--- src/rtl/sd_kin_sequencer.sv ---
// Tuning-word scheduler for the sigma-delta tone generator: walks a (kin, dwell) table,
// ramping kout linearly to each entry's kin and holding it for the entry's dwell.
module sd_kin_sequencer #(
    parameter int BITWIDTH  = 40,
    parameter int DEPTH     = 8,
    parameter int ADDR_W    = 3,
    parameter int DWELL_W   = 24,
    parameter int RAMP_LOG2 = 4
) (
    input  logic                clk,
    input  logic                reset,
    input  logic                cfg_we,
    input  logic [ADDR_W-1:0]   cfg_addr,
    input  logic [BITWIDTH-1:0] cfg_kin,
    input  logic [DWELL_W-1:0]  cfg_dwell,
    input  logic [ADDR_W-1:0]   last_idx,
    input  logic                loop_en,
    input  logic                start,
    input  logic                stop,
    output logic [BITWIDTH-1:0] kout,
    output logic                kout_upd,
    output logic [ADDR_W-1:0]   idx,
    output logic                busy,
    output logic                done,
    output logic [2:0]          state_dbg
);

    typedef enum logic [2:0] {
        S_IDLE,
        S_LOAD,
        S_RAMP,
        S_DWELL,
        S_DONE
    } state_t;

    localparam int                RC_W      = RAMP_LOG2 + 1;
    localparam logic [RC_W-1:0]   RAMP_LAST = RC_W'((2 ** RAMP_LOG2) - 1);
    localparam logic [ADDR_W-1:0] IDX_MAX   = ADDR_W'(DEPTH - 1);

    logic [BITWIDTH-1:0] kin_mem   [DEPTH];
    logic [DWELL_W-1:0]  dwell_mem [DEPTH];

    state_t                state, state_n;
    logic [ADDR_W-1:0]     idx_n;
    logic [BITWIDTH-1:0]   kout_n, tgt, tgt_n, step, step_n;
    logic [RC_W-1:0]       ramp_cnt, ramp_cnt_n;
    logic [DWELL_W-1:0]    dwell_cnt, dwell_cnt_n;
    logic signed [BITWIDTH:0] diff;

    // The table has no reset so it survives a sequencer reset; writes are accepted in any state.
    always_ff @(posedge clk) begin
        if (cfg_we) begin
            kin_mem[cfg_addr]   <= cfg_kin;
            dwell_mem[cfg_addr] <= cfg_dwell;
        end
    end

    always_comb begin
        state_n     = state;
        idx_n       = idx;
        kout_n      = kout;
        tgt_n       = tgt;
        step_n      = step;
        ramp_cnt_n  = ramp_cnt;
        dwell_cnt_n = dwell_cnt;
        // One extra bit keeps the sign of the distance for downward ramps.
        diff = $signed({1'b0, kin_mem[idx]}) - $signed({1'b0, kout});

        case (state)
            S_IDLE: begin
                if (start && !stop) begin
                    state_n = S_LOAD;
                    idx_n   = '0;
                end
            end
            S_LOAD: begin
                tgt_n       = kin_mem[idx];
                dwell_cnt_n = (dwell_mem[idx] == '0) ? DWELL_W'(1) : dwell_mem[idx];
                step_n      = BITWIDTH'(diff >>> RAMP_LOG2);
                ramp_cnt_n  = '0;
                state_n     = S_RAMP;
            end
            S_RAMP: begin
                // The last ramp cycle snaps to the target to absorb shift truncation.
                if (ramp_cnt == RAMP_LAST) begin
                    kout_n  = tgt;
                    state_n = S_DWELL;
                end else begin
                    kout_n     = kout + step;
                    ramp_cnt_n = ramp_cnt + RC_W'(1);
                end
            end
            S_DWELL: begin
                if (dwell_cnt <= DWELL_W'(1)) begin
                    if (idx != last_idx) begin
                        idx_n   = (idx == IDX_MAX) ? '0 : idx + ADDR_W'(1);
                        state_n = S_LOAD;
                    end else if (loop_en) begin
                        idx_n   = '0;
                        state_n = S_LOAD;
                    end else begin
                        state_n = S_DONE;
                    end
                end else begin
                    dwell_cnt_n = dwell_cnt - DWELL_W'(1);
                end
            end
            S_DONE: state_n = S_IDLE;
            default: state_n = S_IDLE;
        endcase

        // stop overrides every transition and freezes kout where it is.
        if (stop && state != S_IDLE) begin
            state_n = S_IDLE;
            idx_n   = '0;
            kout_n  = kout;
        end
    end

    always_ff @(posedge clk) begin
        if (reset) begin
            state     <= S_IDLE;
            idx       <= '0;
            kout      <= '0;
            kout_upd  <= 1'b0;
            tgt       <= '0;
            step      <= '0;
            ramp_cnt  <= '0;
            dwell_cnt <= '0;
        end else begin
            state     <= state_n;
            idx       <= idx_n;
            kout      <= kout_n;
            kout_upd  <= (kout_n != kout);
            tgt       <= tgt_n;
            step      <= step_n;
            ramp_cnt  <= ramp_cnt_n;
            dwell_cnt <= dwell_cnt_n;
        end
    end

    assign busy      = (state != S_IDLE);
    assign done      = (state == S_DONE);
    assign state_dbg = state;

endmodule
--- config.mk ---
export PLATFORM = sky130hd
export DESIGN_NAME = sd_kin_sequencer
export DESIGN_NICKNAME = d
export VERILOG_FILES = /design/src/rtl/sd_kin_sequencer.sv
export SDC_FILE = /design/constraint.sdc
export NUM_CORES = 1
export LEC_CHECK = 0
export ABC_CLOCK_PERIOD_IN_PS = 6000
export CELL_PAD_IN_SITES_DETAIL_PLACEMENT = 1
export CELL_PAD_IN_SITES_GLOBAL_PLACEMENT = 1
export CORE_MARGIN = 3
export CORE_UTILIZATION = 46
export CTS_CLUSTER_SIZE = 25
export DETAILED_ROUTE_END_ITERATION = 16
export GPL_ROUTABILITY_DRIVEN = 0
export PLACE_DENSITY_LB_ADDON = 0.25
export SLEW_MARGIN = 0
export SYNTH_ARGS = -nofsm -noshare
export SYNTH_HDL_FRONTEND = slang
export SYNTH_SLANG_ARGS = --single-unit
--- constraint.sdc ---
create_clock -name clk -period 6 [get_ports clk]
set_input_delay 1.2 -clock clk [delete_from_list [all_inputs] [get_ports clk]]
set_output_delay 1.2 -clock clk [all_outputs]
set_load 0.1 [all_outputs]
**Word level (Yosys, flattened, before mapping)**

Memory sizes are Yosys's and may differ from the RTL's. A register that Yosys moved wholly into a read port is not among the register bits.
Index checks and enable logic that the tools add are counted.

- Register bits: 153
- RAM bits: 512
- Input bits: 76
- Logic and storage cells: 70
- Memories kept: 2

- Add/subtract/negate cells: 5
- $lt $le $gt $ge: 1
- Equal/unequal tests: 14
- Muxes and demuxes: 26
- Reductions and logical operators: 14

Memories:

| name | depth | width | read ports | clocked after Yosys merged registers in | write ports | RTL line | text |
|---|---|---|---|---|---|---|---|
| kin_mem | 8 | 40 | 1 | 1 | 1 | 40 | `logic [BITWIDTH-1:0] kin_mem [DEPTH];` |
| dwell_mem | 8 | 24 | 1 | 1 | 1 | 41 | `logic [DWELL_W-1:0] dwell_mem [DEPTH];` |

Operators with widths:

| operator | number |
|---|---|
| $mux 40 | 3 |
| $mux 24 | 2 |
| $pmux 24 s2 | 1 |
| $mux 3 | 14 |
| $sub 40x40->41 | 1 |
| $add 40x40->40 | 1 |
| $ne 40x40->1 | 1 |
| $le 24x1->1 const B | 1 |
| $logic_not 24->1 | 1 |
| $sub 24x1->24 const B | 1 |
| $pmux 3 s4 | 1 |
| $ne 2x2->1 const B | 5 |
| $pmux 5 s2 | 1 |
| $eq 3x2->1 const B | 2 |
| $eq 3x3->1 const B | 2 |
| $pmux 3 s2 | 1 |
| $reduce_bool 2->1 | 3 |
| $add 5x1->5 const B | 1 |
| $eq 5x4->1 const B | 1 |
| $mux 5 | 1 |
| $reduce_and 2->1 | 2 |
| $reduce_and 4->1 | 1 |
| $add 3x1->3 const B | 1 |
| $eq 3x1->1 const B | 1 |
| other kinds (9) | 11 |

**Longest topological paths before layout**

Gate-level depths: netlist of the first run.

- Depth after elaboration: 7
- Mapped depth: 18
- Depth with buffers taken out: 13

**Worst setup path after synthesis of the first run**

Ideal clock, no wire load.

- Kind: in2reg
- Start point: input cfg_addr[1]
- End point: memory dwell_mem[0][0] (enable)
- Library setup time: 0.565 ns
- Arrival time: 5.729 ns
- Path slack: -0.295 ns
- Stages: 2
- Path through: nand2b_1 nor3_1

RTL lines:

| item | RTL line | text |
|---|---|---|
| from (decl) | 13 | `input logic [ADDR_W-1:0] cfg_addr,` |
| to (decl) | 41 |  |

Straight into the memory's write port.

==> summary.txt, run 1 <==
=================================================================================
Run status                                                           finished, final reports clean
Endpoint class of the critical path                                      register
Share of the yosys chip area belonging to registers                         57.6%
Cell depth of the worst hold path                                               2
Max Fclk                                                                  218 MHz
Global-route wire length before repair                                     143 mm
Final Util                                                                  53.1%
Crit share post-route                                                       76.3%
Net count of the finished layout                                            2,756
Number of buffers created by CTS                                               71
Number of buffer cells added on primary ports                                 124
Number of DRC markers in iteration 0                                        2,027
Std-Cell Core Area                                                     0.0688 mm2
Post-detailed-route count of antenna-violating nets                             0
CP startpoint kind                                                       register
Total number of vias                                                       22,100
Largest net degree at the start of global routing                              66
Reported max-cap violation count                                                0
Synth Flop Type                                                          edfxtp_1
Avg Vias per Cell                                                            6.17
Shortest clock period the worst path allows after layout                  4.58 ns
Sum of overflow across all layers after global routing                          0
Hold Buf Count CTS                                                              0
Library cells used by synthesis                                               100
Clock latency of the later-clocked register in the worst-skew pair        0.62 ns
Global-route usage over all layers                                          25.5%
Placed instance count                                                       3,453
Number of antenna violations at the first check in global routing               7
Count of flip-flops with a built-in enable after synthesis                    512
Detailed Routing Iterations Pass 1                                              5
Cell with the largest stage delay on the worst path                       dfxtp_4
Slew Limit Headroom                                                         21.1%
TritonCTS clock tree                                                         done
Minimum hold slack                                                       0.476 ns
Max-slew violation count                                                        0
Register-to-Register Setup Slack                                          1.42 ns
Peak supply drop                                                         0.279 mV
Area of the mapped netlist                                             0.0321 mm2
Leakage power figure                                                      11.9 nW
Final std cells w/o fill                                                    3,579
Register area                                                          0.0185 mm2
Setup crit end                                                           step[31]
Area of combinational cells with multiple inputs                       0.0127 mm2
Clk pin slew, worst setup/hold paths                                      0.06 ns
Kind of critical path                                                     reg2reg
Sum of negative setup slack                                                  0 ns
Vertical extent of the die                                                 270 um
Total of flip-flops plus latches after synthesis                              668
Drt wl/cell                                                               26.2 um
Fraction of registers with async set/reset                                     0%
Peak per-stage delay on the critical path                                 0.61 ns
Top cell family by delay on the critical path                        compound AO/OA/AOI/OAI gates
Number of H-tree levels                                                         3
Crit path buf inv count                                                         1
Unrepaired setup endpoints after global routing                                no
Overall Power                                                             12.3 mW
Required time worst endpoint                                              6.49 ns
Worst path depth                                                               14
Fraction of final layout cells with drive strength greater than 1           13.7%
R2R Path End                                                             step[31]
Clock Sinks                                                                   668
Cell Chain, Critical Path                                            buf_4, mux4_2, mux2_2, ha_1, a21o_1, a21o_1, a21oi_1, o21a_1, o211ai_1, a21oi_1, nor3_1, or2_2, xor2_1, a22o_1
Filler cells                                                                6,883
Die width                                                                  270 um
Die area                                                               0.0730 mm2
Total DRC errors in the routed layout                                           0
Number of endpoints failing setup at the final stage                            0
Post-synthesis area per instance                                         12.8 um2
Root buffer cell                                                        clkbuf_16
R2R cell count                                                                 14
Synthesis warning total                                                         0
Post-route clock skew                                                   0.0316 ns
Placed wire-length estimate after detailed placement                      64.1 mm
Number of cells upsized or downsized after cts                                  0
Maximum buffer depth of the clock tree                                          3
Biggest fanout along the worst timing path                                     22
Drt total wl                                                              93.8 mm
Starting density of the core                                                46.6%
Tightest Hold Check Type                                                  reg2reg
Number of setup buffers added after CTS                                         0
Tightest Pin Transition                                                   1.18 ns
Cells after Synth                                                           2,510
I/O pin count                                                                 125
Final hold vios                                                                 0
Net count after synthesis                                                   2,671
Power density over the cells                                           337 mW/mm2
Syn-to-layout area delta                                                    13.8%
Rows                                                                           96
Worst path arrival time                                                   5.07 ns
Number of global-route vias before repair                                  23,000
=================================================================================
[cell usage in the layout (no fill, tap or decap), drive strengths merged, types with 24 or more instances in the layout]
cell / synthesis / layout
edfxtp: 512 / 512
nor2: 222 / 222
nand2: 184 / 184
dfxtp: 156 / 156
a21oi: 144 / 144
mux4: 128 / 128
clkdlybuf4s50: 0 / 123
o21ai: 96 / 96
nor3: 93 / 93
clkbuf: 99 / 86
ha: 84 / 84
inv: 71 / 80
a211oi: 60 / 60
nand4: 43 / 43
mux2: 42 / 42
mux2i: 39 / 39
xnor2: 38 / 38
buf: 49 / 37
nand3: 30 / 30
a21o: 30 / 30
xor2: 28 / 28
o21a: 25 / 25
and3: 25 / 25
clkinv: 0 / 24
[cells by family (layout without fill, tap and decap cells)]
family                   Yosys count  after routing  share of synthesized area, %
AO/OA/AOI/OAI                    548            548                          11.8
XOR/XNOR                          67             67                          1.87
adder cells (fa/ha/maj)           85             85                          3.34
buffers and inverters            219            356                          3.01
flip-flops                       668            668                          57.6
multiplexers                     209            209                          11.7
other                              0              1                             0
AND/OR/NAND/NOR                  714            714                          10.7
[sequential cells by signal (all words and copies together), names as in the netlist, named ones only]
name and cells:
idx 3, kin_mem 320, kout_upd 1, tgt 40, state_dbg 3, kout 40, ramp_cnt 5, step 37
dwell_cnt 24, dwell_mem 192
[cell type report]
type | instances | area share [%]
antenna | 1 | 0.00685
clock buffer | 86 | 5.08
clock inverter | 39 | 1.10
inverter | 71 | 0.730
multi-input combinational | 1623 | 34.8
sequential | 668 | 50.7
tap | 931 | 3.19
timing repair buffer | 160 | 4.37
[through the flow]
step / cell area, um2 / worst slack, ns
after floorplan: 32100 / 1.25
after global placement: 34300 / 1.13
after detailed placement: 34300 / 1.15
after CTS: 36500 / 1.42
after global routing: 36500 / 1.12
final: 36500 / 1.42
[worst min path at each step]
stage / from / slack, ns / endpoint
after floorplan: step[18] / 0.42 / step[18]
after global placement: step[0] / 0.45 / step[0]
after detailed placement: step[0] / 0.47 / step[0]
after CTS: step[0] / 0.48 / step[0]
after global routing: step[1] / 0.50 / step[1]
final: tgt[21] / 0.48 / tgt[21]
[worst min-delay path, delay by kind of cell (launching register included)]
kind / cells / cell delay [ns]
buffers and inverters: 1 / 0.07
DFF: 1 / 0.30
AOI/OAI and AO/OA: 1 / 0.06
[power by group]
group          leakage (nW)  internal, mW  switching, mW
logic                  4.88         0.816           1.56
registers              5.92          5.32          0.335
clock network          1.11          2.42           1.86
[synth_stat cells, drive strengths merged, types with 8 or more instances]
library cell  number  area, um2
nor3              93        465
nor4              12       75.1
clkbuf            99        427
nand2            184        691
o31a               8       70.1
nand3             30        150
a21oi            144        728
a22o              15        131
nor2b              8       50.1
a31oi              9       62.6
o21a              25        188
buf               49        273
o21ai             96        495
inv               71        267
edfxtp           512      15400
nand2b            13       81.3
and3              25        163
o22ai              9       56.3
o2111ai            9       78.8
a21o              30        225
a22oi              8       60.1
a211oi            60        473
mux2              42        473
and2               8       50.1
o21bai             8       60.1
a2111oi           12        111
o31ai             10       88.8
or3               21        141
nand4             43        284
o211ai            16        120
dfxtp            156       3120
nor3b             13       97.6
ha                84       1050
xnor2             38        333
nor4b             10        103
nor2             222        838
xor2              28        245
or2                9       56.3
mux2i             39        390
mux4             128       2880
[per-layer routing]
metal  vias to the layer above  GRT usage, %  wire (um)
li1                       9926             -          -
met1                     11300          35.8      41300
met2                       711          41.9      44800
met3                       129          3.95       5810
met4                        10          6.29       1830
met5                         -             0         69
No activity file was read; power rests on OpenSTA's default activity.
==> run 2, diff against run 1 <==
--- a/config.mk
+++ b/config.mk
@@ -5,11 +5,11 @@
 export SDC_FILE = /design/constraint.sdc
 export NUM_CORES = 1
 export LEC_CHECK = 0
-export ABC_CLOCK_PERIOD_IN_PS = 6000
+export ABC_CLOCK_PERIOD_IN_PS = 4400
 export CELL_PAD_IN_SITES_DETAIL_PLACEMENT = 1
 export CELL_PAD_IN_SITES_GLOBAL_PLACEMENT = 1
 export CORE_MARGIN = 3
-export CORE_UTILIZATION = 46
+export CORE_UTILIZATION = 50
 export CTS_CLUSTER_SIZE = 25
 export DETAILED_ROUTE_END_ITERATION = 16
 export GPL_ROUTABILITY_DRIVEN = 0
==> constraint.sdc (replaced) <==
create_clock -name clk -period 4.4 [get_ports clk]
set_input_delay 0.88 -clock clk [delete_from_list [all_inputs] [get_ports clk]]
set_output_delay 0.88 -clock clk [all_outputs]
set_load 0.1 [all_outputs]
==> summary.txt, run 2 (same netlist as run 1, synthesis figures left out) <==
==================================================================================
Run status                                                            finished, final reports clean
Placed wire-length estimate after detailed placement                       67.1 mm
Post-detailed-route count of antenna-violating nets                              0
Biggest fanout along the worst timing path                                      13
Clock Sinks                                                                    668
Starting density of the core                                                 50.7%
CP startpoint kind                                                        register
Number of buffer cells added on primary ports                                  124
Drt wl/cell                                                                28.6 um
Largest registers                                                     kin_mem (320), dwell_mem (192)
Standard cell area after detailed placement                             0.0345 mm2
Met3 Resource Use GR                                                         3.98%
Setup crit end                                                            step[23]
Number of antenna violations at the first check in global routing                5
Final hold vios                                                                  0
R2R Path End                                                              step[23]
Global-route wire length before repair                                      153 mm
Shortest clock period the worst path allows after layout                   4.22 ns
Die width                                                                   259 um
Avg Vias per Cell                                                             6.50
Commonest cells after routing, fill and taps aside                    edfxtp_1, nor2_1, nand2_1
Number of H-tree levels                                                          3
Number of buffers created by CTS                                                73
Number of DRC markers in iteration 0                                         2,563
I/O pin count                                                                  125
Kind of critical path                                                      reg2reg
Die area                                                                0.0673 mm2
Vertical extent of the die                                                  259 um
TritonCTS clock tree                                                          done
Required time worst endpoint                                               4.89 ns
Tightest Pin Transition                                                    1.03 ns
Number of global-route vias before repair                                   23,900
Endpoint class of the critical path                                       register
Global route hottest layer                                                    met2
Post-route clock skew                                                    0.0424 ns
Overall Power                                                              17.5 mW
Global-route usage over all layers                                           30.2%
Worst path arrival time                                                    4.71 ns
Most common library cell in the layout ignoring fill and taps             edfxtp_1
Tightest Hold Check Type                                                   reg2reg
Power density over the cells                                            471 mW/mm2
Number of endpoints failing setup at the final stage                             0
Register area                                                           0.0185 mm2
Detailed Routing Iterations Pass 1                                               5
Total DRC errors in the routed layout                                            0
Max Fclk                                                                   237 MHz
Minimum hold slack                                                        0.469 ns
R2R cell count                                                                  15
Max-slew violation count                                                         0
Register with the most flip-flops                                          kin_mem
Filler cells                                                                 6,216
Syn-to-layout area delta                                                     15.7%
M1 GR Usage                                                                  42.8%
Post-placement setup slack                                               -0.163 ns
Area of combinational cells with multiple inputs                        0.0128 mm2
Final std cells w/o fill                                                     3,568
Std-Cell Core Area                                                      0.0633 mm2
GRT met2 Usage                                                               48.9%
Leakage power figure                                                       12.3 nW
Rows                                                                            92
Reported max-cap violation count                                                 0
Maximum buffer depth of the clock tree                                           3
Root buffer cell                                                         clkbuf_16
Slew Limit Headroom                                                          31.3%
Total number of vias                                                        23,200
Largest net degree at the start of global routing                               75
Sum of overflow across all layers after global routing                           0
Drt total wl                                                                102 mm
Setup slack after layout                                                  0.180 ns
Fraction of final layout cells with drive strength greater than 1            16.1%
Cell depth of the worst hold path                                                2
Clk pin slew, worst setup/hold paths                                       0.07 ns
Crit share post-route                                                        95.9%
Placed instance count                                                        3,421
Net count of the finished layout                                             2,820
Post-route cell area                                                    0.0372 mm2
Register-to-Register Setup Slack                                           0.18 ns
Flip-flop count of the largest register, all copies and words added            320
Peak supply drop                                                          0.423 mV
Clock latency of the later-clocked register in the worst-skew pair         0.64 ns
==================================================================================
[run 2: changes by cell type in the layout (fill, tap and decap cells not counted), moves of 3 or more]
cell / delta
buf_4: +61
clkbuf_8: +5
clkbuf_1: +3
clkbuf_16: +3
clkinv_16: +3
inv_16: -3
[run 2: worst min path at each step]
| stage | slack (ns) | start | to |
|---|---|---|---|
| after floorplan | 0.42 | step[18] | step[18] |
| after global routing | 0.50 | step[0] | step[0] |
| after detailed placement | 0.46 | step[0] | step[0] |
| final | 0.47 | step[0] | step[0] |
| after global placement | 0.45 | step[0] | step[0] |
| after CTS | 0.47 | step[0] | step[0] |
[run 2: routing by layer]
metal  part of all wire, %  vias to the layer above
li1                      -                    10100
met1                    42                    11900
met2                    48                     1045
met3                   7.5                      196
met4                   2.7                        4
met5                 0.021                        -
[run 2: area by class of cell]
type,count,area share [%]
diodes,2,0.0135
clock buffers,96,5.39
clock inverters,40,1.37
inverters,71,0.717
multi-input cells,1623,34.3
flip-flops and latches,668,49.8
well taps,846,2.85
repair buffers,222,5.52
[run 2: worst max-delay path, stage by stage, from the launching register on]
cell	delay [ns]
dfxtp_4	0.49
buf_4	0.17
buf_4	0.10
mux4_2	0.49
mux2_2	0.32
ha_1	0.30
o21a_1	0.12
o21ai_0	0.14
a211oi_2	0.31
o21ai_1	0.12
a21bo_2	0.24
a211o_1	0.37
a21boi_2	0.26
nor2_1	0.12
o2111a_1	0.26
a221o_1	0.25
[run 2: stage by stage]
stage	setup TNS (ns)	utilization [%]
after global placement	-0.230	54.5
after floorplan	0	-
after global routing	-0.0197	58.7
after CTS	0	58.5
after detailed placement	-0.163	54.5
final	0	58.7
[run 2: power breakdown]
part           leakage (nW)  internal [mW]  total [mW]  switching (mW)
Combinational          5.19           1.15        3.37            2.22
Sequential             5.92           7.26        7.74           0.474
Clock                  1.22           3.64        6.39            2.74
Total                  12.3           12.1        17.5            5.44
[run 2: what timing repair did]
action / CTS / global route
gates resized for setup: 0 / 6
endpoints found under the hold margin: 0 / 0
endpoints found under the setup margin: 0 / 15
hold buffers: 0 / 0
setup buffers: 0 / 9
==> run 3, diff against run 2 <==
--- a/config.mk
+++ b/config.mk
@@ -14,6 +14,7 @@
 export DETAILED_ROUTE_END_ITERATION = 16
 export GPL_ROUTABILITY_DRIVEN = 0
 export PLACE_DENSITY_LB_ADDON = 0.25
+export SKIP_LAST_GASP = 1
 export SLEW_MARGIN = 0
 export SYNTH_ARGS = -nofsm -noshare
 export SYNTH_HDL_FRONTEND = slang
==> results of run 3 <==
Same layout as run 2: the final DEF is identical, and so are final timing and power.
